### src/rtl/sm_scoreboard_ctrl_if.sv
// sm_scoreboard_ctrl_if: issue-controller bus (lane busy, ID decode, WB retire, drain in; stall/flush/hold/fire/ack/pending/count out)
interface sm_scoreboard_ctrl_if #(
  parameter int NUM_SP = 4,
  parameter int CNT_W = 16
);
  logic [NUM_SP-1:0] core_busy;
  logic id_valid;
  logic id_rf_we;
  logic [3:0] id_rD_addr;
  logic id_pred_we;
  logic [1:0] id_pred_wr_sel;
  logic [11:0] id_src_addr;
  logic [2:0] id_src_use;
  logic id_pred_use;
  logic [1:0] id_pred_rd_sel;
  logic branch_flush;
  logic wb_valid;
  logic wb_rf_we;
  logic [3:0] wb_rD_addr;
  logic wb_pred_we;
  logic [1:0] wb_pred_wr_sel;
  logic drain_req;
  logic stall;
  logic flush_id;
  logic issue_hold;
  logic issue_fire;
  logic drain_ack;
  logic [15:0] gpr_pending;
  logic [3:0] pred_pending;
  logic [CNT_W-1:0] hazard_cnt;
  modport master (
    output core_busy, id_valid, id_rf_we, id_rD_addr, id_pred_we, id_pred_wr_sel, id_src_addr,
           id_src_use, id_pred_use, id_pred_rd_sel, branch_flush, wb_valid, wb_rf_we, wb_rD_addr,
           wb_pred_we, wb_pred_wr_sel, drain_req,
    input  stall, flush_id, issue_hold, issue_fire, drain_ack, gpr_pending, pred_pending, hazard_cnt
  );
  modport slave (
    input  core_busy, id_valid, id_rf_we, id_rD_addr, id_pred_we, id_pred_wr_sel, id_src_addr,
           id_src_use, id_pred_use, id_pred_rd_sel, branch_flush, wb_valid, wb_rf_we, wb_rD_addr,
           wb_pred_we, wb_pred_wr_sel, drain_req,
    output stall, flush_id, issue_hold, issue_fire, drain_ack, gpr_pending, pred_pending, hazard_cnt
  );
endinterface

### src/rtl/sm_scoreboard_ctrl.sv
// sm_scoreboard_ctrl: GPR/predicate scoreboard, RAW/WAW bubble insertion, lane-busy stall and drain handshake (clk, rst, sb bus)
module sm_scoreboard_ctrl #(
  parameter int NUM_SP = 4,
  parameter int BYPASS_WB = 1,
  parameter int CNT_W = 16
) (
  input logic clk,
  input logic rst,
  sm_scoreboard_ctrl_if.slave sb
);
  typedef enum logic [1:0] {IDLE, DRAIN, DONE} state_t;
  state_t r_state;
  logic [15:0] r_gpr_pending, w_gpr_eff, w_clr_g, w_set_g;
  logic [3:0] r_pred_pending, w_pred_eff, w_clr_p, w_set_p;
  logic [CNT_W-1:0] r_hazard_cnt;
  logic r_drain_ack, w_stall, w_raw, w_waw, w_hazard, w_block, w_fire, w_flush, w_hold, w_hz_bubble;
  always_comb begin
    w_stall = |sb.core_busy;
    w_clr_g = (sb.wb_valid & sb.wb_rf_we & ~w_stall) ? 16'd1 << sb.wb_rD_addr : 16'd0;
    w_clr_p = (sb.wb_valid & sb.wb_pred_we & ~w_stall) ? 4'd1 << sb.wb_pred_wr_sel : 4'd0;
    w_gpr_eff = (BYPASS_WB != 0) ? r_gpr_pending & ~w_clr_g : r_gpr_pending;
    w_pred_eff = (BYPASS_WB != 0) ? r_pred_pending & ~w_clr_p : r_pred_pending;
    w_raw = (sb.id_src_use[0] & w_gpr_eff[sb.id_src_addr[3:0]])
          | (sb.id_src_use[1] & w_gpr_eff[sb.id_src_addr[7:4]])
          | (sb.id_src_use[2] & w_gpr_eff[sb.id_src_addr[11:8]])
          | (sb.id_pred_use & w_pred_eff[sb.id_pred_rd_sel]);
    w_waw = (sb.id_rf_we & w_gpr_eff[sb.id_rD_addr]) | (sb.id_pred_we & w_pred_eff[sb.id_pred_wr_sel]);
    w_hazard = sb.id_valid & (w_raw | w_waw);
    w_block = w_hazard | (r_state != IDLE);
    w_fire = sb.id_valid & ~w_block & ~sb.branch_flush & ~w_stall;
    w_flush = ~w_stall & (sb.branch_flush | (sb.id_valid & w_block));
    w_hold = w_stall | (sb.id_valid & w_block & ~sb.branch_flush);
    w_hz_bubble = w_hazard & ~sb.branch_flush & ~w_stall;
    w_set_g = (w_fire & sb.id_rf_we) ? 16'd1 << sb.id_rD_addr : 16'd0;
    w_set_p = (w_fire & sb.id_pred_we) ? 4'd1 << sb.id_pred_wr_sel : 4'd0;
  end
  always_ff @(posedge clk) begin
    if (rst) begin
      r_state <= IDLE;
      r_gpr_pending <= '0;
      r_pred_pending <= '0;
      r_hazard_cnt <= '0;
      r_drain_ack <= 1'b0;
    end else begin
      if (!w_stall) begin
        r_gpr_pending <= (r_gpr_pending & ~w_clr_g) | w_set_g;
        r_pred_pending <= (r_pred_pending & ~w_clr_p) | w_set_p;
      end
      if (w_hz_bubble && !(&r_hazard_cnt)) r_hazard_cnt <= r_hazard_cnt + CNT_W'(1);
      case (r_state)
        IDLE: if (sb.drain_req) r_state <= DRAIN;
        DRAIN: begin
          if (!sb.drain_req) r_state <= IDLE;
          else if (r_gpr_pending == '0 && r_pred_pending == '0 && !w_stall) begin
            r_state <= DONE;
            r_drain_ack <= 1'b1;
          end
        end
        DONE: if (!sb.drain_req) begin
          r_state <= IDLE;
          r_drain_ack <= 1'b0;
        end
        default: r_state <= IDLE;
      endcase
    end
  end
  assign sb.stall = w_stall;
  assign sb.flush_id = w_flush;
  assign sb.issue_hold = w_hold;
  assign sb.issue_fire = w_fire;
  assign sb.drain_ack = r_drain_ack;
  assign sb.gpr_pending = r_gpr_pending;
  assign sb.pred_pending = r_pred_pending;
  assign sb.hazard_cnt = r_hazard_cnt;
endmodule

### src/flat_wrapper.sv
// flat-port wrapper written by rule: the top's interface ports become plain ports
module sm_scoreboard_ctrl_flat 
#(
  parameter int NUM_SP = 4,
  parameter int BYPASS_WB = 1,
  parameter int CNT_W = 16
)
  (clk, rst, sb_core_busy, sb_id_valid, sb_id_rf_we, sb_id_rD_addr, sb_id_pred_we, sb_id_pred_wr_sel, sb_id_src_addr, sb_id_src_use, sb_id_pred_use, sb_id_pred_rd_sel, sb_branch_flush, sb_wb_valid, sb_wb_rf_we, sb_wb_rD_addr, sb_wb_pred_we, sb_wb_pred_wr_sel, sb_drain_req, sb_stall, sb_flush_id, sb_issue_hold, sb_issue_fire, sb_drain_ack, sb_gpr_pending, sb_pred_pending, sb_hazard_cnt);
  sm_scoreboard_ctrl_if #(.NUM_SP(NUM_SP), .CNT_W(CNT_W)) sb_i ();
  input logic clk;
  input logic rst;
  input wire logic [$bits(sb_i.core_busy)-1:0] sb_core_busy;
  input wire logic [$bits(sb_i.id_valid)-1:0] sb_id_valid;
  input wire logic [$bits(sb_i.id_rf_we)-1:0] sb_id_rf_we;
  input wire logic [$bits(sb_i.id_rD_addr)-1:0] sb_id_rD_addr;
  input wire logic [$bits(sb_i.id_pred_we)-1:0] sb_id_pred_we;
  input wire logic [$bits(sb_i.id_pred_wr_sel)-1:0] sb_id_pred_wr_sel;
  input wire logic [$bits(sb_i.id_src_addr)-1:0] sb_id_src_addr;
  input wire logic [$bits(sb_i.id_src_use)-1:0] sb_id_src_use;
  input wire logic [$bits(sb_i.id_pred_use)-1:0] sb_id_pred_use;
  input wire logic [$bits(sb_i.id_pred_rd_sel)-1:0] sb_id_pred_rd_sel;
  input wire logic [$bits(sb_i.branch_flush)-1:0] sb_branch_flush;
  input wire logic [$bits(sb_i.wb_valid)-1:0] sb_wb_valid;
  input wire logic [$bits(sb_i.wb_rf_we)-1:0] sb_wb_rf_we;
  input wire logic [$bits(sb_i.wb_rD_addr)-1:0] sb_wb_rD_addr;
  input wire logic [$bits(sb_i.wb_pred_we)-1:0] sb_wb_pred_we;
  input wire logic [$bits(sb_i.wb_pred_wr_sel)-1:0] sb_wb_pred_wr_sel;
  input wire logic [$bits(sb_i.drain_req)-1:0] sb_drain_req;
  output wire logic [$bits(sb_i.stall)-1:0] sb_stall;
  output wire logic [$bits(sb_i.flush_id)-1:0] sb_flush_id;
  output wire logic [$bits(sb_i.issue_hold)-1:0] sb_issue_hold;
  output wire logic [$bits(sb_i.issue_fire)-1:0] sb_issue_fire;
  output wire logic [$bits(sb_i.drain_ack)-1:0] sb_drain_ack;
  output wire logic [$bits(sb_i.gpr_pending)-1:0] sb_gpr_pending;
  output wire logic [$bits(sb_i.pred_pending)-1:0] sb_pred_pending;
  output wire logic [$bits(sb_i.hazard_cnt)-1:0] sb_hazard_cnt;
  assign sb_i.core_busy = sb_core_busy;
  assign sb_i.id_valid = sb_id_valid;
  assign sb_i.id_rf_we = sb_id_rf_we;
  assign sb_i.id_rD_addr = sb_id_rD_addr;
  assign sb_i.id_pred_we = sb_id_pred_we;
  assign sb_i.id_pred_wr_sel = sb_id_pred_wr_sel;
  assign sb_i.id_src_addr = sb_id_src_addr;
  assign sb_i.id_src_use = sb_id_src_use;
  assign sb_i.id_pred_use = sb_id_pred_use;
  assign sb_i.id_pred_rd_sel = sb_id_pred_rd_sel;
  assign sb_i.branch_flush = sb_branch_flush;
  assign sb_i.wb_valid = sb_wb_valid;
  assign sb_i.wb_rf_we = sb_wb_rf_we;
  assign sb_i.wb_rD_addr = sb_wb_rD_addr;
  assign sb_i.wb_pred_we = sb_wb_pred_we;
  assign sb_i.wb_pred_wr_sel = sb_wb_pred_wr_sel;
  assign sb_i.drain_req = sb_drain_req;
  assign sb_stall = sb_i.stall;
  assign sb_flush_id = sb_i.flush_id;
  assign sb_issue_hold = sb_i.issue_hold;
  assign sb_issue_fire = sb_i.issue_fire;
  assign sb_drain_ack = sb_i.drain_ack;
  assign sb_gpr_pending = sb_i.gpr_pending;
  assign sb_pred_pending = sb_i.pred_pending;
  assign sb_hazard_cnt = sb_i.hazard_cnt;
  sm_scoreboard_ctrl #(.NUM_SP(NUM_SP), .BYPASS_WB(BYPASS_WB), .CNT_W(CNT_W)) u_core (.clk(clk), .rst(rst), .sb(sb_i));
endmodule
### config.mk
export PLATFORM = sky130hd
export DESIGN_NAME = sm_scoreboard_ctrl_flat
export DESIGN_NICKNAME = d
export VERILOG_FILES = /design/src/rtl/sm_scoreboard_ctrl_if.sv /design/src/rtl/sm_scoreboard_ctrl.sv /design/src/flat_wrapper.sv
export SDC_FILE = /design/constraint.sdc
export NUM_CORES = 1
export LEC_CHECK = 0
export ABC_AREA = 1
export CELL_PAD_IN_SITES_DETAIL_PLACEMENT = 1
export CELL_PAD_IN_SITES_GLOBAL_PLACEMENT = 1
export CORE_MARGIN = 2
export CORE_UTILIZATION = 29
export DETAILED_ROUTE_END_ITERATION = 7
export GPL_TIMING_DRIVEN = 0
export HOLD_SLACK_MARGIN = 0.06
export PLACE_DENSITY = 0.86
export SLEW_MARGIN = 40
export SYNTH_ARGS = -nofsm -noshare
export SYNTH_HDL_FRONTEND = slang
export SYNTH_SLANG_ARGS = --single-unit
### constraint.sdc
create_clock -name clk -period 2.2 [get_ports clk]
set_clock_uncertainty 0.15 [all_clocks]
set_input_delay 0.22 -clock clk [delete_from_list [all_inputs] [get_ports clk]]
set_output_delay 0.22 -clock clk [all_outputs]
set_load 0.1 [all_outputs]
==> results.md, run 1 <==
* Critical path's slowest cell: nor2_8
* H-tree lvl count at 2
* Final instance area at about 0.0050 sq mm
* Peak supply drop at approximately 0.20 mV
* DRC at 0
* Cells after Synth at roughly 540
* IO Pins at between 80 and 90
* Worst-Margin Slew at around 670 ps
* Power Dens Cells at roughly 340 mW/mm^2
* HP Class: primary input to flip-flop
* Iter 0 DRT Violations at 363
* Max Clk Rate at 378 MHz
* Clk sink count at 39
* Cells along the critical path: buf_2 -> nor2_4 -> nand2_4 -> nor2_8 -> buf_6 -> buf_4 -> a21boi_4 -> nor2_1 -> nor2_1 -> nand2_1 -> nand3_1 -> nand3_2 -> nand3_4 -> nor2_4 -> buf_4 -> nand4_4 -> clkinvlp_4 -> buf_12
* Pin count of the biggest net entering global routing at 13
* Peak per-stage delay on the critical path at approximately 210 ps
* Asr flop ratio synth at 0%
* Max transition margin at ~56%
* Final Hold Viols at 0
* Slew Limit Fails at 0
* Die area at around 0.012 sq mm
* Min cycle time layout at ~2600 ps
* Register area share after synthesis at about a quarter
* Initial antenna violation count at 0
* Wirelength per Cell at 19.3 um
* Top_reg_cell synth: dfxtp_1
* Buffers plus inverters on the worst setup path at 6
* Post-synth cell types at 38
* Via count at between 4000 and 5000
* Number of port buffers at 78
* Outcome: finished with violations
* # diodes at 0
* RSZ-0062 raised after global routing: true
* Cell Rows at 37
* Layout cells sized above 1 at roughly two fifths
* Synth Register Bits at 39
* Total GRT Usage at roughly a quarter
* Total of max-cap violations at 0
* Layout area overhead at 60.0%
* First-pass GRT wire length at roughly 22000 um
* Pre-Repair DR Iteration Count at 5
* Final Util at slightly below 50%
* Clk Latency, worst-skew pair at ~310 ps
* Vias per Instance at roughly 5.5
* Congestion Overflow GR at 0
* Total power at between 1.5 and 2 mW
* Violated checks: negative setup slack
* Critical path's top delay family: simple AND/OR/NAND/NOR gates
* CTS tree: built
* # setup viols final at 37
* Critical Path AT at ~2300 ps
* Cts hold-fix bufs at 0
* Root Driver: clkbuf_8
* Routed Antenna Nets at 0
* Detailed placement HPWL at between 10000 and 15000 um
* Die Y at 108 um
* Nets at 702
* Worst Path Required at about 1800 ps
* Mapped Area at between 0.003 and 0.004 sq mm
* Yosys warns at 0
* Final WS setup at -449 ps
* Crit-path max FO at 6
* Critical path class: primary input to output pin
* LEAKAGE at 2.06 nW
* Overall routed net length at 15300 um
* Number of global-route vias before repair at roughly 4500
* Gpl congestion at between 0.9 and 1
* Inserted Clock Buffers at 5
* Clock Path Buffers at 2
* Initial Utilization at between 30 and 40%
* Die width at 108 um
* Area post-placement at between 0.004 and 0.005 sq mm
* EDFF count, synth at 0
* Worst Setup End Kind: output pin
* CTS clk-pin slew, worst paths at 70 ps
* Startpoint class of the critical path: primary input
* Final worst-path cycle share at 120%
* Syn_area_per_cell at just under 6 sq um
* Core area at approximately 0.010 sq mm
* Post-Syn Nets at around 580
-- per-layer routing --
metal | share of wire, % | GRT usage (%)
met5 | 0 | 0
met4 | 5.2 | 11.4
met3 | 6.3 | 3.45
met2 | 48 | 42.4
met1 | 40 | 29.6
-- synthesized netlist by cell type (2+ instances only) --
| master | number | share of area (%) |
|---|---|---|
| nor2_1 | 58 | 7.0 |
| o21ai_0 | 18 | 2.9 |
| nor2_2 | 2 | 0.40 |
| buf_2 | 5 | 0.80 |
| nor2_4 | 2 | 0.72 |
| xor2_1 | 6 | 1.7 |
| o211ai_1 | 2 | 0.48 |
| or2_2 | 2 | 0.40 |
| buf_6 | 2 | 0.72 |
| nand3_1 | 108 | 17 |
| nand2_1 | 127 | 15 |
| nor4_1 | 6 | 1.2 |
| inv_2 | 2 | 0.24 |
| clkbuf_1 | 8 | 0.96 |
| inv_1 | 58 | 7.0 |
| xnor2_1 | 3 | 0.84 |
| nand4_1 | 4 | 0.80 |
| nand2_2 | 5 | 1.0 |
| a21oi_1 | 46 | 7.4 |
| clkinv_1 | 2 | 0.24 |
| nand3b_1 | 2 | 0.48 |
| nor3_1 | 15 | 2.4 |
| dfxtp_1 | 39 | 25 |
-- final cells by class --
class                   instances  area (sq um)
fillers                      1339          5380
multi-input cells             420          2600
well taps                     136           170
repair buffers                113           908
plain buffers                  16           113
inverters                      62           239
clock buffers                   6          72.6
flip-flops and latches         39           871
clock inverters                 2          11.3
-- cells in the final DEF (no fill, tap or decap), types with 4 or more instances in the layout --
master           Yosys  routed
o21ai_1              0       4
clkbuf_1             8       9
nor4_1               6       6
inv_2                2       9
xor2_1               6       6
a21oi_1             46      29
nor2_2               2       8
clkdlybuf4s50_1      0      23
o21ai_0             18      10
nand4_1              4       4
nand3_2              1      22
buf_12               0       4
buf_6                2      14
buf_2                5      44
nand2_1            127      94
inv_1               58      49
dfxtp_4              0      20
nand2_8              0       6
nand3_1            108      85
nand2_4              1      11
nor2_4               2      12
clkbuf_8             0       5
nor2_1              58      42
dfxtp_1             39       7
a21oi_2              0      16
nor3_1              15      13
dlygate4sd2_1        0       4
dfxtp_2              0      12
buf_4                0      26
nand2_2              5      22
-- power breakdown --
part / total [mW] / internal [mW] / switching, mW
Sequential: 0.709 / 0.693 / 0.0157
Clock: 0.509 / 0.223 / 0.286
Combinational: 0.489 / 0.175 / 0.315
-- path summary, 6_finish.rpt --
| path | startpoint | end | slack (ps) | depth (start not counted) |
|---|---|---|---|---|
| max | sb_core_busy[1] | sb_issue_fire | -450 | 18 |
| min | sb_wb_pred_wr_sel[1] | u_core.sb.pred_pending[2] | 260 | 4 |
| max reg2reg | u_core.sb.gpr_pending[14] | u_core.sb.gpr_pending[8] | -250 | 17 |
| min reg2reg | u_core.sb.hazard_cnt[9] | u_core.sb.hazard_cnt[9] | 340 | 2 |
-- tightest hold or removal path: cells and delay by family --
family	cells	cell delay (ps)
and+or+nand+nor	1	100
buffers and inverters	1	150
AOI/OAI and AO/OA	2	190
-- what timing repair did --
action | in CTS | in global routing
resized for setup | 145 | 69
setup buffers | 20 | 13
setup endpoints to repair | 40 | 39
pin swaps | 38 | 22
gates cloned | 2 | 1
-- metrics by stage --
stage	instances	setup WS [ps]	hold slack (ps)	setup TNS, ps
floorplan	537	-129	129	-529
global placement	751	-1840	313	-39950
detailed placement	751	-1170	319	-39340
CTS	781	-456	270	-3420
global route	794	-592	276	-14660
finish	794	-449	255	-8940
-- flip-flops by register name, summed over array words and instances (netlist names) --
signal,count
u_core.sb.gpr_pending,16
u_core.sb.hazard_cnt,16
u_core.sb.pred_pending,4
u_core.r_state,2
u_core.sb.drain_ack,1
-- cell families (layout without fill, tap and decap cells) --
family | count (synthesis) | count (layout) | share of synthesized area [%]
AOI/OAI and AO/OA | 72 | 72 | 12.2
and+or+nand+nor | 338 | 338 | 49.7
xor gates and xnor gates | 9 | 9 | 2.53
DFF | 39 | 39 | 25.0
buffers and inverters | 78 | 199 | 10.1
adders and majority gates | 1 | 1 | 0.401
(Power assumes the default switching activity.)
==> inputs of run 2 (changes only) <==
--- a/config.mk
+++ b/config.mk
@@ -14,7 +14,7 @@
 export GPL_TIMING_DRIVEN = 0
 export HOLD_SLACK_MARGIN = 0.06
 export PLACE_DENSITY = 0.86
-export SLEW_MARGIN = 40
+export SLEW_MARGIN = 20
 export SYNTH_ARGS = -nofsm -noshare
 export SYNTH_HDL_FRONTEND = slang
 export SYNTH_SLANG_ARGS = --single-unit
==> results.md, run 2 (synthesis gave the netlist of run 1 again) <==
* Outcome: finished with violations
* Violated checks: negative setup slack
* Hold_sp: sb_wb_pred_wr_sel[1]
* CTS tree: built
* Inserted Clock Buffers at 5
* Critical Path AT at ~2400 ps
* First-pass GRT wire length at between 20000 and 25000 um
* Hold path depth at 4
* Worst R2R Path Depth at 17
* Die area at ~0.012 sq mm
* Total GRT Usage at 26.3%
* Number of port buffers at 78
* Min cycle time layout at about 2700 ps
* Clock Path Buffers at 2
* Wirelength per Cell at roughly 22 um
* Clk sink count at 39
* Overall routed net length at 17800 um
* HP Class: primary input to flip-flop
* DRC at 0
* Congestion Overflow GR at 0
* Iter 0 DRT Violations at 214
* Cts hold-fix bufs at 0
* Nets at just over 700
* Max transition margin at 32.2%
* Pre-Repair DR Iteration Count at 4
* Slew Limit Fails at 0
* Setup TNS at -14190 ps
* Final instance area at ~0.0054 sq mm
* Die width at between 100 and 150 um
* Worst Setup End Kind: output pin
* Crit-path max FO at 6
* Critical path class: primary input to output pin
* Layout area overhead at 74.1%
* Commonest non-fill, non-tap cell in the layout: nand3_1
* Final worst-path cycle share at 125%
* Power Dens Cells at around 350 mW/mm^2
* LEAKAGE at roughly 2.4 nW
* Layout cells sized above 1 at between 30% and 40%
* Die Y at between 100 and 150 um
* Worst Path Required at around 1800 ps
* IO Pins at 85
* Most Frequent Cell on Critical Path: nand2_4
* Vias per Instance at between 5 and 6
* CTS clk-pin slew, worst paths at 80 ps
* Min-Delay Endpoint: u_core.sb.pred_pending[2]
* Commonest cells after routing, fill and taps aside: 86 x nand3_1, 84 x nand2_1, 48 x inv_1
* Peak supply drop at approximately 0.24 mV
* Via count at about 4600
* Max Clk Rate at roughly 360 MHz
* RR Endpoint: u_core.sb.gpr_pending[4]
* Routed Antenna Nets at 0
* Area post-placement at roughly 0.0042 sq mm
* Clk Latency, worst-skew pair at around 320 ps
* Root Driver: clkbuf_8
* # diodes at 0
* Core area at 0.0104 sq mm
* Final Hold Viols at 0
* # setup viols final at just over 40
* Initial Utilization at around 30%
* Buffers plus inverters on the worst setup path at 6
* Cell Rows at 37
* Total of max-cap violations at 0
* Initial antenna violation count at 0
* Number of global-route vias before repair at around 4700
* Gpl congestion at between 0.9 and 1
* RSZ-0062 raised after global routing: true
* Pin count of the biggest net entering global routing at 15
* Worst-Margin Slew at 1020 ps
* Reg-to-reg setup timing slack at -340 ps
* R2R Path Start: u_core.sb.gpr_pending[14]
* Final WS setup at -544 ps
* Peak per-stage delay on the critical path at approximately 230 ps
* Cells along the critical path: buf_6 -> nor2_4 -> nand2_4 -> nor2_8 -> buf_12 -> nand2_4 -> nand2_4 -> nand2_1 -> nand2_1 -> inv_1 -> nand3_1 -> nand3_1 -> nand3_2 -> nand3_4 -> nor2_4 -> buf_4 -> nand4_4 -> clkinvlp_4 -> buf_12
* Critical path's top delay family: simple AND/OR/NAND/NOR gates
* Critical path's slowest cell: nor2_8
* Startpoint class of the critical path: primary input
* H-tree lvl count at 2
* Detailed placement HPWL at about 10000 um
-- run 2: changes by cell type in the layout (fill, tap and decap cells not counted), moves of 9 or more --
cell,delta
dlygate4sd2_1,+18
buf_4,+9
buf_2,-40
clkdlybuf4s50_1,+12
nand2_1,-10
-- run 2: report_power, final --
group	switching, mW	internal, mW
logic	0.331	0.181
registers	0.0169	0.693
clock network	0.315	0.368
total	0.663	1.24
-- run 2: how the worst max path moves through the flow --
stage / startpoint / cells after the start / slack (ps) / to
4_1_cts: sb_core_busy[2] / 18 / -470 / sb_issue_hold
3_5_place_dp: sb_core_busy[1] / 16 / -1890 / sb_issue_fire
3_3_place_gp: sb_core_busy[1] / 16 / -1840 / sb_issue_fire
2_1_floorplan: u_core.sb.gpr_pending[13] / 11 / -130 / sb_flush_id
5_1_grt: sb_core_busy[3] / 22 / -620 / u_core.sb.gpr_pending[10]
6_report: sb_core_busy[1] / 19 / -540 / sb_issue_fire
-- run 2: worst register-to-register path, stage by stage (launching register included) --
cell and delay, ps:
dfxtp_4 360, inv_2 40, o21bai_1 150, nand2_1 110, nand2_1 90, nor2_1 50
nand2_1 100, nand3_2 80, nand3_2 110, nand3_4 100, nor2_4 110, buf_4 130
nand4_4 130, buf_6 170, nor2_4 200, buf_6 150, nand2_1 60, a21oi_2 180
-- run 2: layer usage --
| metal | wire length, um | vias up | global-route usage, % |
|---|---|---|---|
| met5 | 0 | - | 0 |
| li1 | - | 2053 | - |
| met2 | 8720 | 243 | 46.4 |
| met3 | 1150 | 75 | 4.06 |
| met4 | 1120 | 0 | 11.7 |
| met1 | 6820 | 2221 | 31.2 |
-- run 2: stage by stage --
step	cells	setup WS, ps	total power, mW	utilization (%)	hold slack (ps)
3_5_place_dp	751	-1890	1.12	40.8	316
2_1_floorplan	537	-129	0.954	-	129
6_report	808	-544	1.91	52.3	258
3_3_place_gp	751	-1840	1.11	40.8	313
4_1_cts	793	-474	1.80	47.3	268
5_1_grt	808	-623	1.95	52.3	301
-- run 2: final cells by class --
cell class | instances | area, sq um
Sequential cell | 39 | 871
Multi-Input combinational cell | 420 | 2660
Clock buffer | 6 | 82.6
Buffer | 14 | 91.3
Timing Repair Buffer | 129 | 1270
Fill cell | 1337 | 4940
Tap cell | 136 | 170
Clock inverter | 2 | 35.0
Inverter | 62 | 249
-- run 2: repair_timing --
| item | 4_1_cts | 5_1_grt |
|---|---|---|
| setup buffers | 33 | 16 |
| resized for setup | 171 | 125 |
| pin swaps | 31 | 45 |
| endpoints found under the setup margin | 59 | 45 |
| cloned | 2 | 2 |
| endpoints found under the hold margin | 0 | 0 |
